==> src/rtl/modexp_ctrl_param.sv <==
// Control sequencer for right-to-left binary modular exponentiation.
// Drives the Montgomery multiplier in PRE / LOOP / POST slots with start/busy/eoc handshake.
module modexp_ctrl_param #(
  parameter int EXP_W   = 8,
  parameter int MMM_LAT = 10,
  parameter int SKIP_LZ = 0
) (
  input  logic             clk,
  input  logic             rst,
  input  logic             en,
  input  logic             start,
  input  logic             abort,
  input  logic [EXP_W-1:0] exp_e,
  output logic             rst_mmm,
  output logic             ld_a,
  output logic             ld_r,
  output logic             lock1,
  output logic             lock2,
  output logic [1:0]       sel1,
  output logic             sel2,
  output logic             eoc,
  output logic             busy
);

  localparam int SLOT = MMM_LAT + 2;
  localparam int CW   = $clog2(SLOT);
  localparam int BW   = $clog2(EXP_W + 1);

  localparam logic [CW-1:0] C_LAST = CW'(SLOT - 1);
  localparam logic [BW-1:0] B_END  = BW'(EXP_W);

  typedef enum logic [2:0] {
    IDLE,
    PRE,
    LOOP,
    POST,
    DONE
  } state_t;

  state_t           state, nx_state;
  logic [CW-1:0]    c, nx_c;
  logic [BW-1:0]    bc, nx_bc;
  logic [EXP_W-1:0] e_reg, nx_e;

  logic       nx_rst_mmm;
  logic       nx_ld_a;
  logic       nx_ld_r;
  logic       nx_lock1;
  logic       nx_lock2;
  logic [1:0] nx_sel1;
  logic       nx_sel2;
  logic       nx_eoc;
  logic       nx_busy;

  logic slot_last;

  assign slot_last = (c == C_LAST);

  always_ff @(posedge clk or posedge rst) begin
    if (rst) begin
      state   <= IDLE;
      c       <= '0;
      bc      <= '0;
      e_reg   <= '0;
      rst_mmm <= 1'b0;
      ld_a    <= 1'b0;
      ld_r    <= 1'b0;
      lock1   <= 1'b0;
      lock2   <= 1'b0;
      sel1    <= 2'b00;
      sel2    <= 1'b0;
      eoc     <= 1'b0;
      busy    <= 1'b0;
    end else if (en) begin
      state   <= nx_state;
      c       <= nx_c;
      bc      <= nx_bc;
      e_reg   <= nx_e;
      rst_mmm <= nx_rst_mmm;
      ld_a    <= nx_ld_a;
      ld_r    <= nx_ld_r;
      lock1   <= nx_lock1;
      lock2   <= nx_lock2;
      sel1    <= nx_sel1;
      sel2    <= nx_sel2;
      eoc     <= nx_eoc;
      busy    <= nx_busy;
    end
  end

  // Next state, slot counter, bit counter and exponent shifter
  always_comb begin
    nx_state = state;
    nx_c     = c;
    nx_bc    = bc;
    nx_e     = e_reg;
    unique case (state)
      IDLE: begin
        if (start) begin
          nx_state = PRE;
          nx_c     = '0;
          nx_bc    = '0;
          nx_e     = exp_e;
        end
      end
      PRE: begin
        if (slot_last) begin
          nx_c = '0;
          if (SKIP_LZ != 0 && e_reg == '0) nx_state = POST;
          else nx_state = LOOP;
        end else begin
          nx_c = c + 1'b1;
        end
      end
      LOOP: begin
        if (slot_last) begin
          nx_c  = '0;
          nx_e  = e_reg >> 1;
          nx_bc = bc + 1'b1;
          if (nx_bc == B_END ||
              (SKIP_LZ != 0 && nx_e == '0))
            nx_state = POST;
        end else begin
          nx_c = c + 1'b1;
        end
      end
      POST: begin
        if (slot_last) begin
          nx_c     = '0;
          nx_state = DONE;
        end else begin
          nx_c = c + 1'b1;
        end
      end
      DONE: begin
        nx_state = IDLE;
        nx_c     = '0;
        nx_bc    = '0;
      end
      default: begin
        nx_state = IDLE;
      end
    endcase
    if (abort && state != IDLE) begin
      nx_state = IDLE;
      nx_c     = '0;
      nx_bc    = '0;
      nx_e     = '0;
    end
  end

  // Outputs are registered, so decode them from the state being entered
  always_comb begin
    nx_rst_mmm = 1'b0;
    nx_ld_a    = 1'b0;
    nx_ld_r    = 1'b0;
    nx_lock1   = 1'b0;
    nx_lock2   = 1'b0;
    nx_sel1    = 2'b00;
    nx_sel2    = 1'b0;
    nx_eoc     = 1'b0;
    nx_busy    = 1'b0;
    unique case (nx_state)
      PRE, LOOP, POST: begin
        nx_busy    = 1'b1;
        nx_rst_mmm = (nx_c != '0);
        nx_ld_a    = (nx_c == '0);
        nx_ld_r    = (nx_c == C_LAST);
        unique case (1'b1)
          nx_state == PRE: begin
            nx_lock1 = 1'b1;
            nx_lock2 = 1'b1;
          end
          nx_state == LOOP: begin
            nx_sel1  = 2'b01;
            nx_sel2  = 1'b1;
            nx_lock1 = nx_e[0];
            nx_lock2 = 1'b1;
          end
          default: begin
            nx_sel1  = 2'b10;
            nx_sel2  = 1'b1;
            nx_lock1 = 1'b1;
          end
        endcase
      end
      DONE: begin
        nx_busy    = 1'b1;
        nx_eoc     = 1'b1;
        nx_rst_mmm = 1'b1;
      end
      default: begin
        nx_busy = 1'b0;
      end
    endcase
  end

endmodule
==> config.mk <==
export PLATFORM = sky130hd
export DESIGN_NAME = modexp_ctrl_param
export DESIGN_NICKNAME = d
export VERILOG_FILES = /design/src/rtl/modexp_ctrl_param.sv
export SDC_FILE = /design/constraint.sdc
export NUM_CORES = 1
export LEC_CHECK = 0
export CAP_MARGIN = 20
export CORE_MARGIN = 1.5
export CORE_UTILIZATION = 48
export DETAILED_ROUTE_END_ITERATION = 8
export GPL_TIMING_DRIVEN = 0
export PLACE_DENSITY = 0.76
export SLEW_MARGIN = 20
export SYNTH_ARGS = -nofsm -noshare
export SYNTH_HDL_FRONTEND = slang
export SYNTH_SLANG_ARGS = --single-unit
==> constraint.sdc <==
create_clock -name clk -period 1.7 [get_ports clk]
set_input_delay 0.34 -clock clk [delete_from_list [all_inputs] [get_ports clk]]
set_output_delay 0.34 -clock clk [all_outputs]
set_load 0.02 [all_outputs]
Word level (Yosys, flattened, before mapping) --
Index checks and enable logic that the tools add are counted. Widths: inputs -> output; s select.
Storage, ports and cells: flip-flop bits (word level) 29, latch bits 0, bits in writable memories 0, bits in read-only memories 0, bits of input ports 13, output and inout port bits 10, word-level logic and storage cells 74, memories kept 0
Operators by class: add/sub/neg operators 2, $mul 0, divide/modulo/power cells 0, order comparisons 0, equality and inequality tests 13, shifts and indexed selects 0, mux-type cells 32, bitwise operators 0, reductions and logical operators 13
Operators by type and width (count):
- $mux 4 | 6
- $mux 8 | 3
- $pmux 4 s3 | 2
- $mux 3 | 6
- $pmux 8 s2 | 1
- $eq 3x2->1 const B | 4
- $eq 4x4->1 const B | 3
- $pmux 3 s4 | 1
- $mux 1 | 10
- $add 4x1->4 const B | 2
- $reduce_and 4->1 | 2
- $reduce_bool 4->1 | 2
- $eq 3x1->1 const B | 2
- $eq 3x3->1 const B | 2
- $ne 3x3->1 const B | 2
- $reduce_bool 3->1 | 2
- $reduce_or 3->1 | 2
- $logic_not 4->1 | 1
- $pmux 2 s2 | 1
- $reduce_or 4->1 | 1
- $logic_not 3->1 | 1
- $mux 2 | 1
- $pmux 1 s2 | 1
- $reduce_or 2->1 | 1
- $logic_and 1x1->1 | 1

Depth between registers and ports, before layout --
depth in word-level cells 10, mapped depth 8, mapped depth without buffers 6

Worst setup path after synthesis --
No wires, ideal clock.
kind reg2reg, start point register c[1], end point register ld_r, setup time 0.101 ns, data arrival time 1.733 ns, data required time 1.599 ns, path slack -0.133 ns, stages on the path, launching flop included 8, path buffers 1, period minus slack after synthesis 1.833 ns, cell sequence dfrtp_1 > ha_1 > buf_2 > nand4b_1 > a2111o_1 > a21oi_1 > nor2_1 > o32ai_1
Between the ends: longest elaborated chain between the ends 7, elaborated cells on any way between the ends 17, those cells by class 1 x add/sub; 5 x eq/ne; 10 x mux; 1 x reduce/logical
RTL lines:
- start, declared | line 41 | logic [CW-1:0] c, nx_c;
- start signal, assigned | line 76 | c <= nx_c;
- branches (longest 6 deep; another with $add 4x1->4)
- $mux 1 (*) | line 163 | unique case (nx_state)
- end signal, assigned | line 81 | ld_r <= nx_ld_r;
- end, declared | line 16 | output logic ld_r,
Every way passes the cells marked *. A chain may end at the register's enable or synchronous reset.

Final worst setup path --
start point register c[0], end point register lock2
Between the ends: longest elaborated chain between the ends 8, elaborated cells on any way between the ends 13, those cells by class 4 x eq/ne; 7 x mux; 2 x reduce/logical
RTL lines:
- $eq 4x4->1 (*) | line 57 | assign slot_last = (c == C_LAST);
- $mux 3 (on tied branches) | line 128, 107, 116
- $pmux 3 s4 (*) | line 97 | unique case (state)
- $mux 3 (*) | line 144 | if (abort && state != IDLE) begin
- $eq 3x1->1 or $eq 3x2->1 (tied branches) | line 163, 170, 174
- $reduce_or 2->1 (no line)
- $mux 1 | line 169 | unique case (1'b1)
- $mux 1 (*) | line 163
- end signal, assigned | line 83 | lock2 <= nx_lock2;
- end, declared | line 18 | output logic lock2,
Mark *: on every way between the ends. The rest lies on a longest branch, timed or not.

==> flow_metrics.env <==
export IMPL_outcome="finished, violations left"
export IMPL_violations="setup timing"
export IMPL_cap_violations=0
export IMPL_power_share_sequential=0.366
export IMPL_internal_power_mw=1.54
export IMPL_mostFrequentLayoutCells="27 x dfrtp_1, 16 x nand2_1, 14 x buf_4"
export IMPL_vias_per_cell=6.28
export IMPL_numCtsBuffers=5
export IMPL_finalSetupViolCount=21
export IMPL_postLayoutSetupSlackWorst_ns=-0.320
export IMPL_cts_num_sinks=29
export IMPL_grt_use_total=0.264
export IMPL_die_x_um=61.2
export IMPL_io_buffers=22
export IMPL_start_util=0.519
export IMPL_final_common_cell="dfrtp_1"
export IMPL_wire_per_inst_um=18.2
export IMPL_rows=20
export IMPL_syn_area_um2=1620
export IMPL_yosys_warnings=0
export IMPL_antenna_left=0
export IMPL_core_area_um2=3130
export IMPL_clock_fmax_mhz=495
export IMPL_cp_max_fo=4
export IMPL_grt_pass1_wl_mm=7.13
export IMPL_pwr_share_comb=0.375
export IMPL_synth_edf_count=0
export IMPL_cts_root_buf="clkbuf_4"
export IMPL_finalNonFillerCells=274
export IMPL_vias=1720
export IMPL_worstMarginPinSlew_ns=0.599
export IMPL_synth_cells=180
export IMPL_synth_cell_types=49
export IMPL_p_per_area_nw_per_um2=995
export IMPL_routed_wl_mm=4.98
export IMPL_hpwlAfterDp_mm=2.98
export IMPL_cp_arrival_ns=2.31
export IMPL_cts_hold_buf=0
export IMPL_async_flop_share=1.00
export IMPL_criticalPathCategory="flip-flop to flip-flop"
export IMPL_crit_required_ns=1.99
export IMPL_clock_latency_ns=0.35
export IMPL_final_min_clock_period_ns=2.02
export IMPL_cts_tree="yes"
export IMPL_path_clk_slew_ns=0.10
export IMPL_grt_pass1_vias=1528
export IMPL_rsz0062_at_grt="true"
export IMPL_htreeDepth=2
export IMPL_cp_end_kind="flip-flop"
export IMPL_drtPass1Iterations=7
export IMPL_finalCritPeriodShare=1.19
export IMPL_holdCritPathClass="primary input to async pin"
export IMPL_grt_antenna_before_repair=0
export IMPL_grt_max_degree=30
export IMPL_cts_buffer_depth=2
export IMPL_dieHeight_um=61.2
export IMPL_avgSynthCellArea_um2=9.02
export IMPL_p_leak_nw=1.05
export IMPL_antennaDiodeCount=0
export IMPL_place_area_um2=1930
export IMPL_ys_seq_area_frac=0.447
export IMPL_fin_skew_ns=0.0132
export IMPL_worstSetupStartpointType="flip-flop"
export IMPL_num_fill_cells=195
export IMPL_layout_nets=244
export IMPL_synth_fp_nets=195
export IMPL_p_switching_mw=0.798
export IMPL_largest_register_ffs=8
export IMPL_clock_power_share=0.260
export IMPL_slew_headroom=0.600
export IMPL_crit_start="c[0]$_DFFE_PP0P_"
export IMPL_synth_seq_cells=29
export IMPL_drc_errors=0
export IMPL_place_congestion=0.890
export IMPL_p_sw_frac=0.341
export IMPL_grt_ovfl_total=0
export IMPL_drtIter0Drc=151
export IMPL_dieArea_um2=3740
export IMPL_finalHoldViolations=0
export IMPL_ir_worst_vdd_uv=896
export IMPL_ios=23
export IMPL_syn2layout_area_growth_pct=44.8
export IMPL_final_area_um2=2350
export IMPL_drive_above_1_share=0.339
export IMPL_drv_slew=0
export IMPL_r2r_start="c[0]$_DFFE_PP0P_"
export IMPL_synthFlopType="dfrtp_1"
export IMPL_placedCellCount=246
-- what timing repair did --
action / in CTS / in global routing
cloned: 0 / 1
gates resized for setup: 14 / 59
pin swaps: 7 / 30
setup buffers: 12 / 9
setup endpoints to repair: 29 / 36
-- layout make-up --
type	count	area, µm²	share of cell area
plain buffers	13	83.8	0.0356
well taps	44	55.1	0.0234
flip-flops and latches	29	728	0.310
repair buffers	42	417	0.177
clock inverters	1	30.0	0.0128
multi-input cells	128	942	0.401
inverters	10	41.3	0.0176
clock buffers	7	55.1	0.0234
-- logic make-up (layout without fill, tap and decap cells) --
group                    count (synthesis)  in the layout  synth area share
adder cells (fa/ha/maj)                  2              2            0.0154
multiplexers                             1              1           0.00616
flip-flops                              29             29             0.447
AND/OR/NAND/NOR                         61             61             0.196
XOR/XNOR                                 1              1           0.00539
buffers and inverters                   23             73            0.0601
AO/OA/AOI/OAI                           63             63             0.270
-- power groups by stage --
stage / Clock [mW] / Sequential [mW] / Combinational [mW]
after floorplan: 0 / 0.891 / 0.440
after global placement: 0 / 0.857 / 0.671
after detailed placement: 0 / 0.861 / 0.697
after CTS: 0.604 / 0.848 / 0.770
after global routing: 0.639 / 0.866 / 0.928
final: 0.608 / 0.856 / 0.877
-- final timing paths --
| check | endpoint | depth (start not counted) | slack, ns |
|---|---|---|---|
| worst max register to register | lock2$_DFFE_PP0P_ | 7 | -0.32 |
| min in group clk | e_reg[0]$_DFFE_PP0P_ | 1 | 0.49 |
| worst min-delay path | e_reg[3]$_DFFE_PP0P_ | 2 | 0.37 |
| worst max-delay path | lock2$_DFFE_PP0P_ | 7 | -0.32 |
| max in group asynchronous | state[0]$_DFFE_PP0P_ | 2 | 0.90 |
| worst min register to register | e_reg[0]$_DFFE_PP0P_ | 1 | 0.49 |
-- critical path, stage by stage (launching register included) --
cell and delay, ns:
dfrtp_1 0.38, ha_2 0.20, buf_6 0.10, nand4b_1 0.18, a2111o_1 0.52, a21oi_4 0.24
or3_4 0.17, o221a_2 0.17
-- stage by stage --
step	total power [mW]	util	setup slack, ns	setup TNS (ns)	hold slack [ns]
global route	2.43	0.752	-0.346	-4.53	0.438
global placement	1.53	0.616	-0.559	-10.43	0.456
CTS	2.22	0.685	-0.237	-1.71	0.483
detailed placement	1.56	0.616	-0.585	-11.18	0.462
finish	2.34	0.752	-0.320	-3.48	0.375
floorplan	1.33	-	-0.0741	-0.150	0.418
-- cell usage after synthesis (2+ instances only) --
cell	number	area, µm²
clkbuf_1	6	22.5
ha_1	2	25.0
o211ai_1	3	22.5
nand4b_1	2	17.5
a21oi_1	5	25.0
nand2_1	20	75.1
nand3_1	3	15.0
a311oi_1	2	17.5
or2_2	2	12.5
and3_1	2	12.5
o22ai_1	2	12.5
nand3b_1	2	15.0
nor4_1	3	18.8
nor3_1	4	20.0
dfrtp_1	29	726
o32ai_1	2	17.5
a31oi_1	2	12.5
a22oi_1	8	60.1
inv_1	9	33.8
o2bb2ai_1	5	43.8
o21ai_0	19	95.1
o221a_2	2	22.5
nand2b_1	2	12.5
nor2_1	11	41.3
o31ai_1	2	15.0
a211oi_1	2	15.0
nand4_1	2	12.5
buf_2	6	30.0
-- routing by layer --
| layer | routed length, µm | GRT usage |
|---|---|---|
| met1 | 2060 | 0.353 |
| met2 | 2450 | 0.409 |
| met3 | 334 | 0.0777 |
| met4 | 130 | 0.0901 |
| met5 | 0 | 0 |
(Power assumes the default switching activity.)
